--- config.mk ---
export PLATFORM = sky130hd
export DESIGN_NAME = paddle_io_latch_flat
export DESIGN_NICKNAME = d
export VERILOG_FILES = /design/src/rtl/paddle_io_latch_if.sv /design/src/rtl/paddle_io_latch.sv /design/src/flat_wrapper.sv
export SDC_FILE = /design/constraint.sdc
export NUM_CORES = 1
export LEC_CHECK = 0
export ABC_AREA = 1
export CAP_MARGIN = 20
export CORE_UTILIZATION = 59
export CTS_BUF_LIST = sky130_fd_sc_hd__clkbuf_8
export CTS_CLUSTER_DIAMETER = 120
export DETAILED_ROUTE_END_ITERATION = 6
export PLACE_DENSITY = 0.94
export SETUP_SLACK_MARGIN = 0.3
export SYNTH_ARGS = -nofsm -noshare
export SYNTH_HDL_FRONTEND = slang
export SYNTH_SLANG_ARGS = --single-unit
--- constraint.sdc ---
create_clock -name clk -period 2.8 [get_ports clk]
set_input_delay 0.7 -clock clk [delete_from_list [all_inputs] [get_ports clk]]
set_output_delay 0.7 -clock clk [all_outputs]
set_load 0.01 [all_outputs]
--- src/rtl/paddle_io_latch_if.sv ---
// CPU-side bus for the paddle I/O latch: address, write data and write strobe in,
// read data and address-hit indication out.
interface paddle_io_latch_if;
  logic [7:0] address;
  logic [7:0] data_in;
  logic       write;
  logic [7:0] data_out;
  logic       selected;

  modport master (
    output address,
    output data_in,
    output write,
    input  data_out,
    input  selected
  );

  modport slave (
    input  address,
    input  data_in,
    input  write,
    output data_out,
    output selected
  );
endinterface

--- src/rtl/paddle_io_latch.sv ---
// Paddle digitizer: samples vpos on the first synced paddle edge of each frame and
// commits clamped positions, validity flags and a frame count at vsync.
module paddle_io_latch #(
  parameter logic [7:0] BASE_ADDR = 8'h44,
  parameter logic [7:0] X_MIN     = 8'd16,
  parameter logic [7:0] X_MAX     = 8'd224,
  parameter logic [7:0] Y_MIN     = 8'd0,
  parameter logic [7:0] Y_MAX     = 8'd239
) (
  input  logic             clk,
  input  logic             reset,
  input  logic [8:0]       vpos,
  input  logic             vsync,
  input  logic             hpaddle,
  input  logic             vpaddle,
  paddle_io_latch_if.slave bus
);

  typedef enum logic {
    ARMED    = 1'b0,
    CAPTURED = 1'b1
  } cap_state_t;

  cap_state_t h_state, h_state_next;
  cap_state_t v_state, v_state_next;

  logic [1:0] h_sync, v_sync, vs_sync;
  logic       h_hist, v_hist, vs_hist;
  logic       h_rise, v_rise, vs_rise;
  logic       h_load, v_load;

  logic [7:0] h_pending, v_pending;
  logic [7:0] padx, pady, frames;
  logic       hvalid, vvalid, frame_tick;

  logic [7:0] saturated;
  logic [7:0] x_clamped, y_clamped;
  logic [7:0] offset;
  logic       status_wr;
  logic       unused_data_bits;

  // Paddle comparators and vsync are asynchronous to clk; two flops for
  // metastability, a third to remember the previous synced level.
  always_ff @(posedge clk) begin
    if (!reset) begin
      h_sync  <= 2'b00;
      v_sync  <= 2'b00;
      vs_sync <= 2'b00;
      h_hist  <= 1'b0;
      v_hist  <= 1'b0;
      vs_hist <= 1'b0;
    end else begin
      h_sync  <= {h_sync[0], hpaddle};
      v_sync  <= {v_sync[0], vpaddle};
      vs_sync <= {vs_sync[0], vsync};
      h_hist  <= h_sync[1];
      v_hist  <= v_sync[1];
      vs_hist <= vs_sync[1];
    end
  end

  assign h_rise  = h_sync[1]  & ~h_hist;
  assign v_rise  = v_sync[1]  & ~v_hist;
  assign vs_rise = vs_sync[1] & ~vs_hist;

  assign saturated = vpos[8] ? 8'hFF : vpos[7:0];

  always_comb begin
    x_clamped = saturated;
    if (saturated < X_MIN)
      x_clamped = X_MIN;
    else if (saturated > X_MAX)
      x_clamped = X_MAX;

    y_clamped = saturated;
    if (saturated < Y_MIN)
      y_clamped = Y_MIN;
    else if (saturated > Y_MAX)
      y_clamped = Y_MAX;
  end

  always_ff @(posedge clk) begin
    if (!reset) begin
      h_state <= ARMED;
      v_state <= ARMED;
    end else begin
      h_state <= h_state_next;
      v_state <= v_state_next;
    end
  end

  // A commit re-arms both paddles, but a rise on the commit edge already
  // belongs to the new frame and captures immediately.
  always_comb begin
    h_state_next = h_state;
    v_state_next = v_state;
    h_load       = 1'b0;
    v_load       = 1'b0;

    if (vs_rise) begin
      h_state_next = h_rise ? CAPTURED : ARMED;
      h_load       = h_rise;
    end else if (h_state == ARMED && h_rise) begin
      h_state_next = CAPTURED;
      h_load       = 1'b1;
    end

    if (vs_rise) begin
      v_state_next = v_rise ? CAPTURED : ARMED;
      v_load       = v_rise;
    end else if (v_state == ARMED && v_rise) begin
      v_state_next = CAPTURED;
      v_load       = 1'b1;
    end
  end

  assign offset    = bus.address - BASE_ADDR;
  assign status_wr = bus.write && bus.selected && (offset[1:0] == 2'd2);

  // Status bits are write-1-to-clear; a commit on the same edge takes priority.
  always_ff @(posedge clk) begin
    if (!reset) begin
      h_pending  <= X_MIN;
      v_pending  <= Y_MIN;
      padx       <= X_MIN;
      pady       <= Y_MIN;
      hvalid     <= 1'b0;
      vvalid     <= 1'b0;
      frame_tick <= 1'b0;
      frames     <= 8'd0;
    end else begin
      if (h_load)
        h_pending <= x_clamped;
      if (v_load)
        v_pending <= y_clamped;

      if (vs_rise) begin
        if (h_state == CAPTURED)
          padx <= h_pending;
        if (v_state == CAPTURED)
          pady <= v_pending;
        hvalid     <= (h_state == CAPTURED);
        vvalid     <= (v_state == CAPTURED);
        frame_tick <= 1'b1;
        frames     <= frames + 8'd1;
      end else if (status_wr) begin
        if (bus.data_in[0])
          hvalid <= 1'b0;
        if (bus.data_in[1])
          vvalid <= 1'b0;
        if (bus.data_in[2])
          frame_tick <= 1'b0;
      end
    end
  end

  assign bus.selected = (offset[7:2] == 6'd0);

  always_comb begin
    bus.data_out = 8'h00;
    if (bus.selected) begin
      case (offset[1:0])
        2'd0:    bus.data_out = padx;
        2'd1:    bus.data_out = pady;
        2'd2:    bus.data_out = {5'b0, frame_tick, vvalid, hvalid};
        default: bus.data_out = frames;
      endcase
    end
  end

  assign unused_data_bits = &{1'b0, bus.data_in[7:3]};

endmodule

--- src/flat_wrapper.sv ---
// flat-port wrapper written by rule: the top's interface ports become plain ports
module paddle_io_latch_flat 
#(
  parameter logic [7:0] BASE_ADDR = 8'h44,
  parameter logic [7:0] X_MIN     = 8'd16,
  parameter logic [7:0] X_MAX     = 8'd224,
  parameter logic [7:0] Y_MIN     = 8'd0,
  parameter logic [7:0] Y_MAX     = 8'd239
)
  (clk, reset, vpos, vsync, hpaddle, vpaddle, bus_address, bus_data_in, bus_write, bus_data_out, bus_selected);
  paddle_io_latch_if bus_i ();
  input  logic clk;
  input  logic reset;
  input  logic [8:0] vpos;
  input  logic vsync;
  input  logic hpaddle;
  input  logic vpaddle;
  input wire logic [$bits(bus_i.address)-1:0] bus_address;
  input wire logic [$bits(bus_i.data_in)-1:0] bus_data_in;
  input wire logic [$bits(bus_i.write)-1:0] bus_write;
  output wire logic [$bits(bus_i.data_out)-1:0] bus_data_out;
  output wire logic [$bits(bus_i.selected)-1:0] bus_selected;
  assign bus_i.address = bus_address;
  assign bus_i.data_in = bus_data_in;
  assign bus_i.write = bus_write;
  assign bus_data_out = bus_i.data_out;
  assign bus_selected = bus_i.selected;
  paddle_io_latch #(.BASE_ADDR(BASE_ADDR), .X_MIN(X_MIN), .X_MAX(X_MAX), .Y_MIN(Y_MIN), .Y_MAX(Y_MAX)) u_core (.clk(clk), .reset(reset), .vpos(vpos), .vsync(vsync), .hpaddle(hpaddle), .vpaddle(vpaddle), .bus(bus_i));
endmodule
* Word-level counts from Yosys, hierarchy flattened *
Index checks and enable logic that the tools add are counted.

storage, ports and cells
  register bits after elaboration = 54
  bits in latches = 0
  RAM bits = 0
  bits in read-only memories = 0
  input port bits = 31
  output and inout port bits = 9
  memories = 0

cells by class
  add/sub/neg operators = 2
  multipliers = 0
  divide/modulo/power cells = 0
  order comparisons = 4
  equal/unequal tests = 2
  shift-type cells = 0
  mux-type cells = 26
  bitwise gates (word level) = 8
  reduce and logical (&&, ||, !) cells = 17

operators by type and width
  operator                                                     count
  two-way mux 8 bit                                            6
  case mux 8 bit (3 select lines)                              1
  two-way mux 1 bit                                            19
  > comparator 8 bit (second input constant)                   2
  nonzero test 2 bit                                           6
  AND reduction 2 bit                                          5
  adder 8 x 1 -> 8 bit (second input constant)                 1
  less-than comparator 8 x 1 -> 1 bit (second input constant)  1
  less-than comparator 8 x 5 -> 1 bit (second input constant)  1
  subtractor 8 x 7 -> 8 bit (second input constant)            1
  zero test 6 bit                                              1
  NOT 1 bit                                                    5
  logical AND 1 bit                                            4
  bitwise AND 1 bit                                            3
  == test 2 x 1 -> 1 bit (second input constant)               1
  == test 2 bit (second input constant)                        1
  zero test 2 bit                                              1

* Logic depth before layout (Yosys ltp) *
  depth after elaboration = 6
  gate-level depth with buffers = 9
  mapped depth without buffers = 8

* Worst setup path before layout *
Ideal clock, no wire load.

  path type = input to output
  from = in bus_address[7]
  to = out bus_data_out[0]
  arrival time = 1.467 ns
  path slack = 0.633 ns
  stages = 7
  buffers on the path = 0
  path through = inv_1 nand2_1 nor2_2 nand2_1 inv_2 o21ai_0 a21oi_1

between the ends
  longest elaborated chain between the ends = 3

ends and longest elaborated chain
  item                       RTL line                RTL
  start: declaration         flat_wrapper.sv:18      input wire logic [$bits(bus_i.address)-1:0] bus_address;
  subtractor 8 x 7 -> 8 bit  paddle_io_latch.sv:117  assign offset = bus.address - BASE_ADDR;
  zero test 6 bit            paddle_io_latch.sv:157  assign bus.selected = (offset[7:2] == 6'd0);
  named net bus_selected     flat_wrapper.sv:22      output wire logic [$bits(bus_i.selected)-1:0] bus_selected;
  two-way mux 8 bit          paddle_io_latch.sv:161  if (bus.selected) begin
  end: declaration           flat_wrapper.sv:21      output wire logic [$bits(bus_i.data_out)-1:0] bus_data_out;

The timed path passes the listed nets, and every way through them passes these cells.

* Worst setup path in the final report *
  from = in bus_address[4]
  to = out bus_data_out[1]

between the ends
  longest elaborated chain between the ends = 3

ends and longest elaborated chain
  item                       RTL line
  subtractor 8 x 7 -> 8 bit  paddle_io_latch.sv:117
  zero test 6 bit            paddle_io_latch.sv:157
  two-way mux 8 bit          paddle_io_latch.sv:161

No other way between the ends.

==> flow_metrics.env <==
export IMPL_status="completed"
export IMPL_crit_path_end_kind="output port"
export IMPL_track_usage=0.267
export IMPL_diodes=0
export IMPL_fin_ws_ps=362
export IMPL_rows=23
export IMPL_htreeDepth=2
export IMPL_p_per_area_nw_per_um2=502
export IMPL_antenna_found_initial=0
export IMPL_ir_drop_v=0.000525
export IMPL_synth_mux_area_frac=0
export IMPL_wl_mm=5.58
export IMPL_setup_viol=0
export IMPL_final_area_um2=2970
export IMPL_post_place_ws_ps=-315
export IMPL_grt_overflow=0
export IMPL_drv_slew=0
export IMPL_worstHoldPathType="reg2reg"
export IMPL_die_h_um=66.3
export IMPL_ys_ff_latch=54
export IMPL_path_depth=8
export IMPL_maxCapViolCount=0
export IMPL_cts_max_path_buffers=2
export IMPL_area_growth_pct=21.8
export IMPL_route_detailed_drc=0
export IMPL_rsz0062_at_grt="true"
export IMPL_drt_iter0_markers=151
export IMPL_pin_count=40
export IMPL_synth_largest_area_cell="dfxtp_1"
export IMPL_drive_gt1_frac=0.173
export IMPL_synth_compound_area_share=0.150
export IMPL_synth_top_family_by_area="simple AND/OR/NAND/NOR gates"
export IMPL_numPortBuffers=34
export IMPL_hpwlAfterDp_mm=3.93
export IMPL_synthCells=331
export IMPL_holdPathStages=2
export IMPL_synth_top_area_share=0.443
export IMPL_finalCritPeriodShare=0.871
export IMPL_path_delay_family="buffers and inverters"
export IMPL_fin_cells=425
export IMPL_netlist_top_cells_area="dfxtp_1 (44%), nand2_1 (11%), a21oi_1 (6.8%)"
export IMPL_critPathBufInv=4
export IMPL_syn_area_um2=2440
export IMPL_cts_made_buffers=5
export IMPL_synthXorXnorAreaFrac=0
export IMPL_ys_seq_area_frac=0.443
export IMPL_slew_headroom=0.651
export IMPL_required_ps=2100
export IMPL_nNetsFinal=406
export IMPL_syn_avg_cell_area_um2=7.37
export IMPL_max_stage_delay_ps=230
export IMPL_crit_path_top_delay_cell="dlygate4sd2_1"
export IMPL_core_area_um2=4000
export IMPL_placed_area_um2=2810
export IMPL_setup_worst_path_class="in2out"
export IMPL_wire_per_inst_um=13.1
export IMPL_grt_pass1_vias=2079
export IMPL_hold_buffers=0
export IMPL_clk_pin_slew_ps=90
export IMPL_hold_violations=0
export IMPL_synth_nets=363
export IMPL_ant_nets=0
export IMPL_worstRegToRegCells=5
export IMPL_vias=2291
export IMPL_fin_skew_ps=9.80
export IMPL_gp_congestion=0.847
export IMPL_yosys_area_share_simple=0.294
export IMPL_placedCellCount=410
export IMPL_dieArea_um2=4400
export IMPL_leakagePower_uw=0.00126
export IMPL_clk_latency_ps=310
export IMPL_cts_root_buf="clkbuf_8"
export IMPL_cts_tree="yes"
export IMPL_synth_warnings=0
export IMPL_fmax_mhz=410
export IMPL_critPathArrivalTime_ps=1740
export IMPL_clock_sinks=54
export IMPL_vias_per_cell=5.39
export IMPL_max_slew_worst_pin_slew_ps=521
export IMPL_die_w_um=66.3
export IMPL_synth_fa_ha_area_frac=0.00513
export IMPL_period_needed_ps=2440
export IMPL_grt_max_degree=26
export IMPL_ys_types=32
export IMPL_drtPass1Iterations=5
export IMPL_grt_pass1_wl_mm=8.75
export IMPL_holdWs_ps=421
export IMPL_crit_chain="dlygate4sd2_1 -> inv_1 -> nand2_1 -> nor2_2 -> nand2_2 -> buf_6 -> a41oi_2 -> buf_2"
export IMPL_startpoint_type="input port"
export IMPL_final_util=0.744
export IMPL_initial_core_util=0.610
export IMPL_worstPathMaxFanout=5
layout by cell type, fill, tap and decap left out, drive strengths merged:
cell	n
nand3	20
clkinv	1
clkdlybuf4s50	17
ha	1
a31oi	4
nand3b	1
clkbuf	6
o22ai	1
buf	23
nor2	35
nand4	4
bufinv	1
nor3	9
o21ai	21
dlymetal6s2s	1
dfxtp	54
a21oi	36
nand2	81
a41oi	2
or2	4
o221ai	2
dlygate4sd2	8
inv	43
per-stage QoR:
| step | total power (uW) | setup TNS (ps) |
|---|---|---|
| after floorplan | 900 | 0 |
| after global placement | 951 | -1900 |
| after detailed placement | 958 | -2240 |
| after CTS | 1500 | 0 |
| after global routing | 1550 | 0 |
| final | 1490 | 0 |
timing repair:
item	CTS	global route
pin swaps	5	1
gates resized for setup	47	5
setup buffers	7	0
endpoints found under the setup margin	9	8
worst min-delay path, delay by kind of cell (launching register included):
family | cells | cell delay (ps)
and+or+nand+nor | 1 | 40
DFF | 1 | 320
buffers and inverters | 1 | 40
logic make-up (layout without fill, tap and decap cells):
kind of cell	count (synthesis)	after routing
DFF	54	54
buffers and inverters	56	100
AOI/OAI and AO/OA	66	66
and+or+nand+nor	154	154
adders and majority gates	1	1
routing by layer:
layer / part of all wire / GRT usage / up-vias
li1: - / - / 1153
met1: 0.40 / 0.287 / 1044
met2: 0.52 / 0.486 / 82
met3: 0.056 / 0.0586 / 12
met4: 0.028 / 0.136 / 0
met5: 0 / 0 / -
final timing paths:
kind	start	end	slack, ps
worst max-delay path	bus_address[4]	bus_data_out[1]	360
worst max register to register	u_core.vs_sync[1]	u_core.padx[6]	1360
worst min-delay path	u_core.h_sync[0]	u_core.h_sync[1]	420
worst min register to register	u_core.h_sync[0]	u_core.h_sync[1]	420
cell type report:
type	instances	area (um^2)
Fill cell	318	1030
Multi-Input combinational cell	221	1140
Inverter	43	164
Clock buffer	6	82.6
Sequential cell	54	1080
Clock inverter	2	38.8
Timing Repair Buffer	49	409
Tap cell	50	62.6
state kept, by name, summed over array words and instances (netlist names), 2 cells and up:
signal and count:
u_core.frames 8, u_core.h_pending 8, u_core.h_sync 2, u_core.padx 8, u_core.pady 8, u_core.v_pending 8
u_core.v_sync 2, u_core.vs_sync 2
synthesized netlist by cell type (all sizes together):
cell type / instances
a21oi: 36
a31oi: 4
a41oi: 2
buf: 10
clkbuf: 3
clkinv: 1
dfxtp: 54
ha: 1
inv: 42
nand2: 81
nand3: 20
nand3b: 1
nand4: 4
nor2: 35
nor3: 9
o21ai: 21
o221ai: 2
o22ai: 1
or2: 4
power breakdown:
group	switching, uW	internal, uW	total, uW
registers	15.2	789	804
clock network	253	294	547
logic	76.9	64.7	142
total	345	1150	1490
No activity file was read; power rests on OpenSTA's default activity.
